File: config.mk
export PLATFORM = sky130hd
export DESIGN_NAME = button_event_gen
export DESIGN_NICKNAME = d
export VERILOG_FILES = /design/src/rtl/button_event_gen.sv
export SDC_FILE = /design/constraint.sdc
export NUM_CORES = 1
export LEC_CHECK = 0
export CAP_MARGIN = 10
export CORE_ASPECT_RATIO = 2
export CORE_MARGIN = 3
export CORE_UTILIZATION = 46
export CTS_BUF_LIST = sky130_fd_sc_hd__clkbuf_8 sky130_fd_sc_hd__clkbuf_16
export DETAILED_ROUTE_END_ITERATION = 16
export PLACE_DENSITY = 0.77
export SETUP_SLACK_MARGIN = 0.4
export SYNTH_ARGS = -nofsm -noshare
export SYNTH_HDL_FRONTEND = slang
export SYNTH_SLANG_ARGS = --single-unit
File: constraint.sdc
create_clock -name clk -period 1.95 [get_ports clk]
set_input_delay 0.4875 -clock clk [delete_from_list [all_inputs] [get_ports clk]]
set_output_delay 0.4875 -clock clk [all_outputs]
set_load 0.05 [all_outputs]
File: src/rtl/button_event_gen.sv
// Turns the debounced button level into press, release, long-press hold and
// auto-repeat events, all registered and one clock wide (hold is a level).
module button_event_gen #(
    parameter int HOLD_CYCLES   = 50_000_000,
    parameter int REPEAT_CYCLES = 10_000_000,
    parameter int CNT_W         = 32
) (
    input  logic clk,
    input  logic rst_n,
    input  logic clean,
    output logic press_pulse,
    output logic release_pulse,
    output logic hold,
    output logic repeat_pulse,
    output logic step_pulse
);

    typedef enum logic [1:0] {
        IDLE,
        PRESSED,
        HOLDING
    } state_t;

    localparam logic [CNT_W-1:0] HOLD_LAST   = CNT_W'(HOLD_CYCLES - 1);
    localparam logic [CNT_W-1:0] REPEAT_LAST = CNT_W'(REPEAT_CYCLES - 1);
    localparam logic [CNT_W-1:0] CNT_ONE     = CNT_W'(1);

    generate
        if (HOLD_CYCLES < 2 || REPEAT_CYCLES < 2) begin : g_param_check
            $error("button_event_gen: HOLD_CYCLES and REPEAT_CYCLES must be >= 2");
        end
    endgenerate

    state_t           state;
    state_t           state_next;
    logic [CNT_W-1:0] count;
    logic [CNT_W-1:0] count_next;
    logic             clean_q;
    logic             press_next;
    logic             release_next;
    logic             hold_next;
    logic             repeat_next;

    // Release is tested before the threshold so it always wins a tie.
    always_comb begin
        state_next   = state;
        count_next   = count;
        press_next   = 1'b0;
        release_next = 1'b0;
        repeat_next  = 1'b0;
        case (state)
            IDLE: begin
                if (clean && !clean_q) begin
                    press_next = 1'b1;
                    state_next = PRESSED;
                    count_next = '0;
                end
            end
            PRESSED: begin
                if (!clean) begin
                    release_next = 1'b1;
                    state_next   = IDLE;
                    count_next   = '0;
                end else if (count == HOLD_LAST) begin
                    repeat_next = 1'b1;
                    state_next  = HOLDING;
                    count_next  = '0;
                end else begin
                    count_next = count + CNT_ONE;
                end
            end
            HOLDING: begin
                if (!clean) begin
                    release_next = 1'b1;
                    state_next   = IDLE;
                    count_next   = '0;
                end else if (count == REPEAT_LAST) begin
                    repeat_next = 1'b1;
                    count_next  = '0;
                end else begin
                    count_next = count + CNT_ONE;
                end
            end
            default: begin
                state_next = IDLE;
                count_next = '0;
            end
        endcase
        hold_next = (state_next == HOLDING);
    end

    always_ff @(posedge clk or negedge rst_n) begin
        if (!rst_n) begin
            state         <= IDLE;
            count         <= '0;
            clean_q       <= 1'b0;
            press_pulse   <= 1'b0;
            release_pulse <= 1'b0;
            hold          <= 1'b0;
            repeat_pulse  <= 1'b0;
            step_pulse    <= 1'b0;
        end else begin
            state         <= state_next;
            count         <= count_next;
            clean_q       <= clean;
            press_pulse   <= press_next;
            release_pulse <= release_next;
            hold          <= hold_next;
            repeat_pulse  <= repeat_next;
            step_pulse    <= press_next | repeat_next;
        end
    end

endmodule
=== After elaboration in Yosys (flattened, before gate mapping) ===
Cells that the tools add are included.

* Reduce and logical (&&, ||, !) cells: 4
* Add/subtract/negate cells: 1
* Multiplexer cells: 20
* Equality and inequality tests: 6
* Bitwise gates (word level): 1

{| class="wikitable"
|+ Operators with widths
! cell !! number
|-
| $mux W32 || 5
|-
| $pmux W32 S3 || 1
|-
| $add A32 B1 Y32 const B || 1
|-
| $eq A32 B24 Y1 const B || 1
|-
| $eq A32 B26 Y1 const B || 1
|-
| $mux W1 || 8
|-
| $mux W2 || 4
|-
| $pmux W2 S3 || 1
|-
| $eq A2 B2 Y1 const B || 2
|-
| $eq A2 B1 Y1 const B || 1
|-
| $logic_not A2 Y1 || 1
|-
| $ne A2 B2 Y1 const B || 1
|-
| $pmux W1 S2 || 1
|-
| $reduce_or A2 Y1 || 1
|-
| $logic_and A1 B1 Y1 || 1
|-
| $logic_not A1 Y1 || 1
|-
| $or A1 B1 Y1 || 1
|}

* Output and inout port bits: 5
* Input port bits: 3
* Bits in registers: 40
* Word-level logic and storage cells: 40

=== Logic depth before layout (Yosys ltp) ===
Gate-level depths: netlist (run 1).

* Depth after elaboration: 5
* Mapped depth: 9
* Depth with buffers taken out: 7

=== Least setup slack after synthesis (run 1) ===
Ideal clock, no wire load.

* Kind: register to register
* Start point: register count[0]
* End point: register count[18]
* Setup slack: -0.126 ns
* Library setup time: 0.124 ns
* Cell stages (with the launch flop): 9
* Data required time: 1.826 ns
* Data arrival time: 1.952 ns
* Path buffers: 1
* Period minus slack after synthesis: 2.076 ns
* Cells stage by stage: dfrtp_1 -> ha_1 -> nand3_1 -> nor4_4 -> and2_0 -> clkbuf_1 -> nand3_1 -> and3_1 -> a211o_1

* Word-level cells in the longest chain between the ends: 4
* Elaborated cells between the ends (all ways): 8
* Those cells by class: 1 x add/sub; 2 x eq/ne; 5 x mux

{| class="wikitable"
|+ RTL lines
! what !! line !! RTL
|-
| from (decl) || 36 || <nowiki>logic [CNT_W-1:0] count;</nowiki>
|-
| from (signal assigned) || 104 || <nowiki>count <= count_next;</nowiki>
|-
| $add A32 B1 Y32, or another cell as far along || 69, 81 ||
|-
| $mux W32, on equally long branches || 77, 64 ||
|-
| $mux W32, on equally long branches || 73, 60 ||
|-
| $pmux W32 S3 * || 51 || <nowiki>case (state)</nowiki>
|}

Mark *: on every way between the ends. The rest lies on a longest branch, timed or not.
A chain may end at the register's enable or synchronous reset.

=== Worst setup path in the final report (run 1) ===
* Start point: register count[31]
* End point: register count[18]

* Word-level cells in the longest chain between the ends: 4
* Elaborated cells between the ends (all ways): 7
* Those cells by class: 2 x eq/ne; 5 x mux

{| class="wikitable"
|+ RTL lines
! what !! line
|-
| $eq A32 B24 Y1 or $eq A32 B26 Y1 (tied branches) || 77, 64
|-
| $mux W32, on equally long branches || 77, 64
|-
| $mux W32, on equally long branches || 73, 60
|-
| $pmux W32 S3 * || 51
|}

Marks and branches as above.

==> impl_metrics.yaml, run 1 <==
outcome:
  outcome: "complete, but fails checks"
  violations: "negative setup slack"
sta:
  slew_headroom_pct: 65.3
  fin_worst_skew_ns: 0.00470
  drv_slew: 0
  max_freq_ghz: 0.457
  fin_ws_ns: -0.236
  fin_setup_tns_ns: -5.11
  timing.final.crit_share_pct: 112
  rsz0062_at_grt: "true"
  fin_crit_ns: 2.19
  final-setup-viol-count: 36
  hold_viol: 0
  tightest_slew_ns: 0.520
yosys:
  yosys_register_bits: 40
  netlist_area_um2: 2450
  synth_edf_count: 0
  synth.distinct_cells: 45
  yosys_warnings: 0
  synth_flop_cell: "dfrtp_1"
  syn-num-nets: 282
  synth_top_area_share_pct: 40.9
  syn-mean-instance-area_um2: 8.94
  async_flop_share_pct: 100
  synth_area_leader_cell: "dfrtp_1"
  yosys.cell_count.top_type: "dfrtp_1"
  synth_common_cells: "dfrtp_1, nand3_1, nand2_1"
  synth_area_leaders: "dfrtp_1, nand3_1, nand2_1"
  seq_area_frac_synth_pct: 40.9
  synthCells: 274
critical_path:
  cp_max_fo: 7
  arrival_ns: 2.38
  crit_path_start_kind: "flop"
  endpoint_kind: "flop"
  crit_required_ns: 2.15
  critical_path_class: "flop to flop"
  cp-startpoint: "count[31]"
  r2r-start: "count[31]"
clock_tree:
  cts.sink_count: 40
  clk_latency_ns: 0.31
  cts_hold_buf: 0
  cts-root-buf: "clkbuf_8"
  clkSlewWorstSetupHoldPaths_ns: 0.08
  ctsHtreeMaxLevel: 2
  clock_path_buffers: 2
  cts_tree: "done"
  numCtsBuffers: 5
run:
  max-cap-violations: 0
floorplan:
  initial_utilization_pct: 47.7
  die_w_um: 57.6
  die_h_um: 109
  dieArea_um2: 6290
  io_pins: 8
  fp-row-count: 37
  coreArea_um2: 5140
detailed_routing:
  num_vias: 2457
  antenna_left: 0
  wirelength_um: 7260
  wire_per_inst_um: 18.2
  drtIter0Drc: 132
  drc: 0
  viasPerCell: 6.16
  dr.pass1.iters: 4
power:
  seq_power_share_pct: 39.4
  ir_drop_uv: 636
  comb_power_share_pct: 33.8
  intPower_mw: 1.42
  p_per_area_nw_per_um2: 653
  p_clk_share_pct: 26.7
  p_sw_share_pct: 35.4
  p_sw_mw: 0.780
  p_leak_nw: 1.50
final_layout:
  final_nets: 348
  drive_gt1_share_pct: 36.4
  seqCellArea_um2: 1000
  num_antenna_cells: 0
  fin_area_um2: 3370
  filler_cell_count: 363
  multi_input_area_um2: 1520
  syn_to_final_growth_pct: 37.8
global_route:
  met2_usage_pct: 41.4
  grt_max_degree: 41
  grt_pass1_wl_um: 11200
  grt_remaining_overflow: 0
  grt_use_total_pct: 23.7
  grtUsageMet3_pct: 4.62
  top_usage_layer: "met2"
  grtUsageMet1_pct: 24.1
  antenna_found_initial: 0
  grt_pass1_vias: 2400
placed_design:
  place_ws_ns: -0.399
  globalplace.congestion: 0.870
  hpwl_um: 4840
  io_buffer_count: 7
  postPlaceCellArea_um2: 2990
hold_path:
  hold_path_class: "input pin to async pin"
-- state kept, by name, summed over array words and instances, names as in the netlist --
register,count
hold,1
count,32
step_pulse,1
press_pulse,1
repeat_pulse,1
state,2
clean_q,1
release_pulse,1
-- logic make-up (layout without fill, tap and decap cells) --
kind of cell | count (synthesis) | in the layout | share of synthesized area, %
adder cells (fa/ha/maj) | 5 | 5 | 2.55
multiplexers | 6 | 6 | 2.50
AND/OR/NAND/NOR | 142 | 142 | 33.0
flip-flops | 40 | 40 | 40.9
buffers and inverters | 29 | 96 | 5.47
AO/OA/AOI/OAI | 52 | 52 | 15.6
-- per-layer routing --
metal | up-vias | part of all wire, %
li1 | 1156 | -
met1 | 1204 | 36
met2 | 66 | 55
met3 | 31 | 3.2
met4 | 0 | 5.7
met5 | - | 0
-- worst paths after layout --
kind | depth (start not counted) | slack (ns) | endpoint
min | 2 | 0.23 | count[25]
min in group clk | 2 | 0.58 | count[16]
max reg2reg | 8 | -0.24 | count[18]
max | 8 | -0.24 | count[18]
min reg2reg | 2 | 0.58 | count[16]
max in group asynchronous | 2 | 1.35 | count[27]
-- critical path: stages (launching register included) --
cell and delay (ns):
dfrtp_1 0.41, nor4_4 0.32, nand4_1 0.17, buf_6 0.17, nor4b_4 0.29, o22ai_2 0.14, buf_6 0.16, and3_1 0.16
a211o_1 0.26
-- area by class of cell --
| class | count | share of cell area [%] |
|---|---|---|
| clock buffers | 6 | 2.45 |
| clock inverters | 2 | 0.297 |
| inverters | 9 | 1.00 |
| multi-input cells | 205 | 45.0 |
| flip-flops and latches | 40 | 29.7 |
| well taps | 58 | 2.15 |
| repair buffers | 79 | 19.4 |
-- stage by stage --
step | hold slack (ns) | power (mW) | cells | util, %
finish | 0.226 | 2.20 | 399 | 65.7
CTS | 0.240 | 2.15 | 395 | 63.8
detailed placement | 0.555 | 1.51 | 383 | 58.1
global placement | 0.540 | 1.50 | 383 | 58.1
floorplan | 0.192 | 1.24 | 274 | -
global route | 0.268 | 2.29 | 399 | 65.7
-- cells in the final DEF, fill, tap and decap left out, types with 3 or more instances in the layout --
| cell | n |
|---|---|
| nor4_4 | 4 |
| a31oi_1 | 4 |
| nor3_1 | 3 |
| inv_1 | 9 |
| nand4b_1 | 3 |
| ha_1 | 4 |
| nand2_1 | 35 |
| mux2i_1 | 5 |
| nand4_1 | 10 |
| nor2_1 | 8 |
| o21a_1 | 3 |
| nand2b_1 | 3 |
| o41ai_1 | 3 |
| nand3_2 | 6 |
| clkbuf_8 | 6 |
| o311ai_0 | 4 |
| buf_4 | 64 |
| clkdlybuf4s15_2 | 3 |
| and4_1 | 3 |
| o311ai_1 | 6 |
| nand3_1 | 31 |
| dfrtp_1 | 39 |
| and3_1 | 12 |
| nor3_4 | 3 |
| buf_6 | 8 |
| a21oi_1 | 11 |
-- power by group through the flow --
| stage | clock (mW) | combinational [mW] | sequential [mW] |
|---|---|---|---|
| global route | 0.633 | 0.787 | 0.872 |
| detailed placement | 0 | 0.628 | 0.885 |
| CTS | 0.600 | 0.680 | 0.868 |
| floorplan | 0 | 0.313 | 0.931 |
| global placement | 0 | 0.619 | 0.884 |
| finish | 0.589 | 0.745 | 0.868 |
-- timing repair --
item	CTS	global route
gates resized for setup	46	14
gates cloned	0	0
endpoints found under the setup margin	40	37
pin swaps	9	11
setup buffers	4	4
Note: power is estimated with default switching activity, not from simulation.
==> inputs of run 2 (changes only) <==
- HOLD_SLACK_MARGIN: unset -> 0.15
==> results of run 2 <==
No change in the layout: final DEF, timing and power equal those of run 1.
